--- src/rtl/bm_decode_accum.sv ---
// ---------------------------------------------------------------------------
// bm_decode_accum
//
// Sequential erasure-decode datapath. Each input beat carries one surviving
// packet group plus its WxW decode-bitmatrix block. The beat is multiplied
// over GF(2^W) in bitmatrix form, which reduces to an AND/XOR network. Each
// product is XOR-accumulated into the recovered group. After K beats the
// recovered group is offered on a valid/ready output and held until it is
// taken.
//
// Parameters
//   K              surviving beats per recovered group (K >= 1)
//   W              GF word width; packets per group; bitmatrix is WxW
//   PACKET_LENGTH  bits per packet
//
// Ports
//   clk         in   clock, all state on rising edge
//   rst         in   asynchronous active-high reset
//   clear_i     in   synchronous abort; drops any partial or held result
//   in_valid    in   input beat valid
//   in_ready    out  block can accept a beat (state ACCUM)
//   in_bm_cols  in   decode bitmatrix columns for this beat, [W-1:0] x W
//   in_data     in   surviving packet group, [PACKET_LENGTH-1:0] x W
//   out_valid   out  recovered group valid (state HOLD)
//   out_ready   in   downstream accepts the recovered group
//   out_data    out  recovered packet group, [PACKET_LENGTH-1:0] x W
//   beat_cnt    out  beats accepted in the current group
// ---------------------------------------------------------------------------
module bm_decode_accum #(
  parameter int K             = 2,
  parameter int W             = 4,
  parameter int PACKET_LENGTH = 2
) (
  input  logic                     clk,
  input  logic                     rst,
  input  logic                     clear_i,
  input  logic                     in_valid,
  output logic                     in_ready,
  input  logic [W-1:0]             in_bm_cols [0:W-1],
  input  logic [PACKET_LENGTH-1:0] in_data    [0:W-1],
  output logic                     out_valid,
  input  logic                     out_ready,
  output logic [PACKET_LENGTH-1:0] out_data   [0:W-1],
  output logic [$clog2(K+1)-1:0]   beat_cnt
);

  localparam int CW = $clog2(K + 1);
  localparam logic [CW-1:0] LAST_BEAT = CW'(K - 1);

  typedef enum logic {
    ST_ACCUM = 1'b0,
    ST_HOLD  = 1'b1
  } state_t;

  state_t                     r_state;
  logic                       r_in_ready;
  logic                       r_out_valid;
  logic [CW-1:0]              r_beat_cnt;
  logic [PACKET_LENGTH-1:0]   r_acc  [0:W-1];

  logic [PACKET_LENGTH-1:0]   w_prod [0:W-1];
  logic                       w_accept;
  logic                       w_first;
  logic                       w_last;

  // Bitmatrix product: bit i of column j selects whether packet i
  // contributes to output packet j.
  // NOTE: every always_comb output gets a default before any conditional
  // update, so no path leaves it unassigned and no latch is inferred.
  always_comb begin
    for (int j = 0; j < W; j++) begin
      w_prod[j] = '0;
      for (int i = 0; i < W; i++) begin
        w_prod[j] = w_prod[j] ^ (in_data[i] & {PACKET_LENGTH{in_bm_cols[j][i]}});
      end
    end
  end

  assign w_accept = in_valid & r_in_ready;
  assign w_first  = (r_beat_cnt == '0);
  assign w_last   = (r_beat_cnt == LAST_BEAT);

  // Single FSM process. clear_i outranks every beat and handshake in its
  // cycle. The accumulator is not cleared on handshake: the first beat of
  // the next group overwrites it instead of XORing into it.
  // NOTE: state is updated with non-blocking assignments so every register
  // samples pre-edge values, regardless of statement order.
  always_ff @(posedge clk or posedge rst) begin
    if (rst) begin
      r_state     <= ST_ACCUM;
      r_in_ready  <= 1'b1;
      r_out_valid <= 1'b0;
      r_beat_cnt  <= '0;
      // NOTE: the accumulator is reset because it drives out_data, which
      // must read zero after reset; it is small, so the reset costs little.
      for (int j = 0; j < W; j++) r_acc[j] <= '0;
    end else if (clear_i) begin
      r_state     <= ST_ACCUM;
      r_in_ready  <= 1'b1;
      r_out_valid <= 1'b0;
      r_beat_cnt  <= '0;
      for (int j = 0; j < W; j++) r_acc[j] <= '0;
    end else begin
      case (r_state)
        ST_ACCUM: begin
          if (w_accept) begin
            for (int j = 0; j < W; j++) begin
              r_acc[j] <= w_first ? w_prod[j] : (r_acc[j] ^ w_prod[j]);
            end
            // On the last beat the increment lands exactly on K.
            r_beat_cnt <= r_beat_cnt + CW'(1);
            if (w_last) begin
              r_state     <= ST_HOLD;
              r_in_ready  <= 1'b0;
              r_out_valid <= 1'b1;
            end
          end
        end
        ST_HOLD: begin
          if (out_ready) begin
            r_state     <= ST_ACCUM;
            r_in_ready  <= 1'b1;
            r_out_valid <= 1'b0;
            r_beat_cnt  <= '0;
          end
        end
        default: begin
          r_state     <= ST_ACCUM;
          r_in_ready  <= 1'b1;
          r_out_valid <= 1'b0;
          r_beat_cnt  <= '0;
        end
      endcase
    end
  end

  assign in_ready  = r_in_ready;
  assign out_valid = r_out_valid;
  assign out_data  = r_acc;
  assign beat_cnt  = r_beat_cnt;

endmodule

--- config.mk ---
export PLATFORM = sky130hd
export DESIGN_NAME = bm_decode_accum
export DESIGN_NICKNAME = d
export VERILOG_FILES = /design/src/rtl/bm_decode_accum.sv
export SDC_FILE = /design/constraint.sdc
export NUM_CORES = 1
export LEC_CHECK = 0
export ABC_AREA = 1
export CAP_MARGIN = 5
export CORE_AREA = 3 3 67 69
export CTS_CLUSTER_SIZE = 14
export DETAILED_ROUTE_END_ITERATION = 10
export DIE_AREA = 0 0 70 72
export SETUP_SLACK_MARGIN = 0.4
export SYNTH_ARGS = -nofsm -noshare
export SYNTH_HDL_FRONTEND = slang
export SYNTH_SLANG_ARGS = --single-unit
--- constraint.sdc ---
create_clock -name clk -period 1.2 [get_ports clk]
set_input_delay 0.18 -clock clk [delete_from_list [all_inputs] [get_ports clk]]
set_output_delay 0.18 -clock clk [all_outputs]
set_load 0.005 [all_outputs]
# Yosys cells after proc, flatten, opt, wreduce, memory -nomap -nowiden
# Index checks and enable logic that the tools add are counted.
# word_totals
register_bits,13
elab_cells,79
# op_classes
add_sub_neg,1
eq_ne,5
muxes,26
n_bitwise,34
n_reduce_logical,5
# ops
operator,count
AND 2 bit,16
bitwise XOR 2 bit,16
2-to-1 mux 8 bit,3
2-to-1 mux 2 bit,7
2-to-1 mux 1 bit,12
!= test 3 bit (second input constant),3
one-hot mux 1 bit (2 select lines),3
one-hot mux 2 bit (2 select lines),1
AND reduction 2 bit,2
AND reduction 3 bit,1
adder 2 x 1 -> 2 bit (second input constant),1
== test 2 x 1 -> 1 bit (second input constant),1
zero test 2 bit,1
!= test 2 bit (second input constant),1
nonzero test 2 bit,1
AND 1 bit,1
NOT 1 bit,1

# Depth between registers and ports, before layout
# Gate-level depths: netlist of run 1.
# depth
depth_word,9
mapped_depth,11
mapped_depth_nobuf,10

# Worst setup path after synthesis of run 1
# No wires, ideal clock.
# synth_timing
path_kind,reg2reg
from,reg r_beat_cnt[0] (netlist: beat_cnt[0])
to,reg r_acc (netlist bit out_data[0])
setup_ns,0.117
arrival_time_ns,1.211
required_ns,1.083
slack_ns,-0.128
stages_incl_launch_ff,12
period_less_slack_ns,1.328
cell_sequence,dfrtp_1 > inv_1 > ha_1 > buf_6 > inv_8 > nand2_2 > nand2_1 > nand3_2 > nand2_1 > nand2_1 > nand3_1 > nand2_1
# synth_between
elab_chain_len,5
# synth_lines
item,line_no,source
"start, declared",58,logic [CW-1:0] r_beat_cnt;
"start signal, assigned",111,r_beat_cnt <= r_beat_cnt + CW'(1);
zero test 2 bit,80,assign w_first = (r_beat_cnt == '0);
2-to-1 mux 2 bit,108,r_acc[j] <= w_first ? w_prod[j] : (r_acc[j] ^ w_prod[j]);
2-to-1 mux 8 bit,106,if (w_accept) begin
2-to-1 mux 8 bit,104,case (r_state)
2-to-1 mux 8 bit,97,end else if (clear_i) begin
"end signal, assigned by index",108,
"end, declared",59,logic [PACKET_LENGTH-1:0] r_acc [0:W-1];
# No other way between the ends. The select of a mux whose other input is x is not followed.
# A chain may end at the register's enable or synchronous reset.

# Worst setup path after layout of run 1
# layout_timing
from,reg r_beat_cnt[0] (netlist: beat_cnt[0])
to,reg r_acc (netlist bit out_data[4])
# Same word-level chain as after synthesis.

==> results of run 1 <==
## power by group through the flow
stage / clock [mW] / combinational (mW) / sequential (mW)
after global placement: 0 / 0.930 / 0.585
after CTS: 0.413 / 1.15 / 0.556
after detailed placement: 0 / 0.933 / 0.584
after floorplan: 0 / 0.527 / 0.583
final: 0.396 / 1.22 / 0.555
after global routing: 0.427 / 1.34 / 0.564
## path summary, 6_finish.rpt
path / slack, ps / startpoint / endpoint
min: 150 / rst / out_data[6]
max in group asynchronous: 690 / rst / out_data[4]
min reg2reg: 500 / out_valid / out_valid
max reg2reg: -150 / beat_cnt[0] / out_data[4]
max: -150 / beat_cnt[0] / out_data[4]
min in group clk: 500 / out_valid / out_valid
## layer usage
metal / share of wire / GRT usage / vias to the layer above
met4: 0.017 / 0.06596 / 0
met2: 0.46 / 0.2896 / 44
met1: 0.46 / 0.2078 / 686
li1: - / - / 824
met5: 0 / 0 / -
met3: 0.058 / 0.03324 / 7
## metrics by stage
step                hold WS [ps]  instances  utilization
floorplan                  56.24        228            -
global placement           419.2        328       0.4924
detailed placement         425.3        328       0.4924
CTS                        159.3        344       0.5369
global route               173.7        345       0.5526
finish                     149.5        345       0.5526
## flip-flops by register name, indices dropped and copies added (netlist names)
signal / count
beat_cnt: 2
out_data: 8
r_state: 1
in_ready: 1
out_valid: 1
## area by class of cell
cell class              instances  area share
multi-input cells             172      0.4612
repair buffers                 64      0.2594
flip-flops and latches         13      0.1488
inverters                      42     0.08153
well taps                      50     0.02851
clock buffers                   4     0.02052
## Yosys cell counts
master and number:
nand2_1 98, inv_1 39, nand3_1 18, nand3_2 16, dfrtp_1 12, nand2_2 10, nor2_1 10, xnor2_1 8
o21ai_0 4, a21oi_2 2, ha_1 2, inv_2 2, buf_6 1, dfstp_2 1, inv_8 1, nor2_4 1
nor3_2 1, o21ai_1 1, o21ai_2 1
## what timing repair did
| action | 4_1_cts | 5_1_grt |
|---|---|---|
| setup buffers | 12 | 1 |
| resized for setup | 74 | 13 |
| pin swaps | 17 | 9 |
| hold buffers | 0 | 0 |
| endpoints found under the hold margin | 0 | 0 |
| endpoints found under the setup margin | 25 | 25 |
## logic make-up after synthesis
| family | after synthesis | synth area share |
|---|---|---|
| xor gates and xnor gates | 8 | 0.05045 |
| DFF | 13 | 0.2351 |
| adders and majority gates | 2 | 0.01802 |
| AOI/OAI and AO/OA | 8 | 0.03694 |
| buffers and inverters | 43 | 0.1270 |
| and+or+nand+nor | 154 | 0.5324 |
==> metrics, run 1 <==
Max Buffers Root-to-Sink=2; die width=approximately 70 um; via/cell ratio=4.525; setup TNS=-1435 ps; largest net degree at the start of global routing=9; commonest non-fill, non-tap cell in the layout=nand2_1; yosys warns=0; overall power=2.175 mW; P_leak=1.182 nW; DP Area=1956 um2; maxcap violations=0; final wirelength=between 4 and 5 mm; initial antenna violation count=0; I/O Buffers=40; Layout Nets=327; reg2reg path depth=11; post-synth top area share=0.2649; TritonCTS sink count=13; most frequent cells in the layout=nand2_1, inv_1, clkdlybuf4s50_1, nand3_2, buf_4; switching share of total power=0.3888; global-route wire length before repair=~6.9 mm; Multi-input gate area=1012 um2; fin area=2195 um2; Worst VDD drop=0.8989 mV; Net Switching=845.5 uW; share of cells above drive strength 1=0.3390; # fillers=about 430; status=finished with violations; Reg clk slew, reported paths=roughly 60 ps; FF+latch area=between 300 and 400 um2; Slew headroom=0.7165; drt wl/cell=11.96 um; Synth cell types=19; Most common cell on crit path=nand2_1; top cells by area, synth=nand2_1, dfrtp_1, nand3_2, inv_1, nand3_1; Seq cells post-synth=13; Final Skew=1.763 ps; hold crit path type=in2async; clock power share=0.182; die area=5040 um2; H-tree depth reported by CTS=1; Hold Vio Cnt, Final=0; CTS tree=yes; Logic pwr share=0.563; Clock Latency Late Sink=240 ps; gr usage total=0.1682; Area Growth Syn to Fin=58.02%; core area=~4000 um2; Worst Path Buf+Inv=3; Final period util=1.121; DRC viols=0; syn nets=roughly 260; Seq pwr share=0.255; # rows=23; CP Cell Sequence=inv_2 > ha_4 > buf_12 > inv_16 > nand2_2 > nand2_1 > nand3_2 > nand2_2 > nand2_1 > nand3_1 > nand2_1; pre-CTS setup slack=-268.8 ps; Slew Limit Fails=0; Setup violations, final=12; Root Driver=clkbuf_8; IO Count=41; Arr. time, crit path=1480 ps; Tmin final=1345 ps; vias in the first global route=1,547; Syn Area/Cell=6.091 um2; GPL Wtd Cong=about 0.85; ANT nets after route=0; Crit. path cell count=11; Via Count=1,561; grt total ovfl=0; Slowest-stage cell, CP=dfrtp_1; DRT Pass-1 Iters=4; Pint=between 1 and 1.5 mW; Synth Instances=approximately 230; worst-path fanout max=8; Critical Path Start Type=flip-flop; Chip Height=about 72 um; cell area after synthesis=1389 um2; CP Capture Type=flip-flop; DRT iter0 DRCs=43; P per Cell Area=991.0 nW/um2; CP required=1330 ps; CP Class=reg2reg; dpl hpwl=3.015 mm; Worst-Margin Slew=between 400 and 500 ps; CP top delay family=simple AND/OR/NAND/NOR gates; initial core utilization=0.3497; post-route setup slack=-145.4 ps; TritonCTS Buffers=3; unrepaired setup endpoints after global routing=true; sequential fraction of the synthesis area=0.2351; Fmax=743.3 MHz; Ant. Diodes=0; Worst path max stage delay=around 360 ps; Yosys top cell by area=nand2_1; violated checks=setup timing
(Power assumes the default switching activity.)
==> run 2: changes to the inputs <==
--- a/config.mk
+++ b/config.mk
@@ -12,6 +12,7 @@
 export DETAILED_ROUTE_END_ITERATION = 10
 export DIE_AREA = 0 0 70 72
 export SETUP_SLACK_MARGIN = 0.4
+export SKIP_CTS_REPAIR_TIMING = 1
 export SYNTH_ARGS = -nofsm -noshare
 export SYNTH_HDL_FRONTEND = slang
 export SYNTH_SLANG_ARGS = --single-unit
==> run 2 against run 1 <==
  * The run still ends with setup timing left
  * Sequential cell count did not move
  * Register-to-register slack about the same
  * Count of clock-buffer cells in the layout did not move
  * Global-route usage fell by 1.4 points
  * Sequential power grew 2%
  * Cell count shrank 0.87%
  * Setup slack worse by 8.1 ps
  * Total power shrank 9.6%
  * Critical endpoint is now out_data[6]
  * Largest power group unchanged
==> metrics, run 2 (synthesized netlist as in run 1, its figures left out) <==
status=finished with violations; violated checks=setup timing; overall power=1.966 mW; CP Cell Sequence=inv_2 > ha_4 > inv_8 > nand2_2 > nand2_1 > nand3_2 > nand3_1 > nand3_1 > nand2_1; Arr. time, crit path=between 1000 and 1500 ps; vias in the first global route=about 1.4k; # fillers=432; hold crit path type=in2async; CTS tree=yes; Worst-Margin Slew=424.2 ps; DRT iter0 DRCs=71; post-route setup slack=-153.5 ps; Final Skew=3.457 ps; TritonCTS Buffers=3; Chip Height=between 70 and 80 um; GPL Wtd Cong=0.8490; Final period util=1.128; Clock Latency Late Sink=about 240 ps; unrepaired setup endpoints after global routing=true; most frequent cells in the layout=nand2_1, inv_1, clkdlybuf4s50_1; CP required=around 1300 ps; I/O Buffers=40; Layout Nets=around 320; Area Growth Syn to Fin=48.65%; Worst path max stage delay=approximately 380 ps; largest net degree at the start of global routing=10; final wirelength=3.795 mm; Ant. Diodes=0; commonest non-fill, non-tap cell in the layout=nand2_1; Slew headroom=0.7172; fin area=~2100 um2; P per Cell Area=~950 nW/um2; FF+latch area=326.6 um2; Slowest-stage cell, CP=dfrtp_1; pre-CTS setup slack=-268.8 ps; worst-path fanout max=9; DRC viols=0; P_leak=1.131 nW; Slew Limit Fails=0; share of cells above drive strength 1=0.2705; gr usage total=0.1539; Fmax=roughly 740 MHz; via/cell ratio=4.418; ANT nets after route=0; initial antenna violation count=0; TritonCTS sink count=13; Via Count=between 1.5k and 2k; Root Driver=clkbuf_8; CP Class=reg2reg; Tmin final=between 1000 and 1500 ps; Hold WS=148.1 ps; die width=about 70 um; dpl hpwl=3.015 mm; setup TNS=-1245 ps; H-tree depth reported by CTS=1; Hold Vio Cnt, Final=0; DP Area=~2000 um2; Multi-input gate area=928.4 um2; Reg clk slew, reported paths=60 ps; IO Count=41; grt total ovfl=0; CP top delay family=simple AND/OR/NAND/NOR gates; initial core utilization=0.3497; drt wl/cell=11.10 um; DRT Pass-1 Iters=4; global-route wire length before repair=between 6 and 7 mm; Critical Path Start Type=flip-flop; Setup violations, final=11; Worst Path Buf+Inv=2; flip-flop count of the largest register after layout=8; Worst VDD drop=0.9318 mV; Max Buffers Root-to-Sink=2; CP Capture Type=flip-flop; core area=about 4000 um2; # rows=23; maxcap violations=0; die area=5040 um2
[run 2: changes by cell type in the layout (fill, tap and decap cells not counted), moves of 2 or more]
cell / previous run / this run
buf_2: 10 / 8
nor2_4: 4 / 2
nor2_1: 0 / 6
nand2_2: 14 / 8
nand2_1: 90 / 98
nor2_2: 7 / 3
clkbuf_2: 0 / 2
nand3_2: 21 / 17
buf_4: 19 / 17
nand3_1: 13 / 17
[run 2: worst paths after layout]
path	startpoint	endpoint	slack (ps)	cells after the start
max in group asynchronous	rst	out_data[4]	700	3
worst max register to register	beat_cnt[1]	out_data[6]	-150	9
worst max-delay path	beat_cnt[1]	out_data[6]	-150	9
worst min-delay path	rst	out_data[2]	150	2
worst min register to register	out_valid	out_valid	500	2
min in group clk	out_valid	out_valid	500	2
[run 2: final cells by class]
cell class                 instances  share of cell area
clock buffer                       4             0.02182
inverter                          42             0.08121
multi-input combinational        172              0.4497
sequential                        13              0.1582
tap                               50             0.03030
timing repair buffer              61              0.2588
[run 2: routing by layer]
layer / vias up / wire [um] / GRT usage
li1: 821 / - / -
met1: 654 / 1861 / 0.1959
met2: 34 / 1717 / 0.2581
met3: 2 / 200 / 0.03463
met4: 0 / 16 / 0.05319
met5: - / 0 / 0
[run 2: stage by stage]
stage / util / std cells
2_1_floorplan: - / 228
3_3_place_gp: 0.4924 / 328
3_5_place_dp: 0.4924 / 328
4_1_cts: 0.5038 / 332
5_1_grt: 0.5198 / 342
6_report: 0.5198 / 342
[run 2: where the power goes]
part,internal (mW),leakage [nW],switching (mW)
Sequential,0.513,0.172,0.0534
Combinational,0.487,0.936,0.521
Clock,0.234,0.0228,0.157
Total,1.24,1.13,0.731
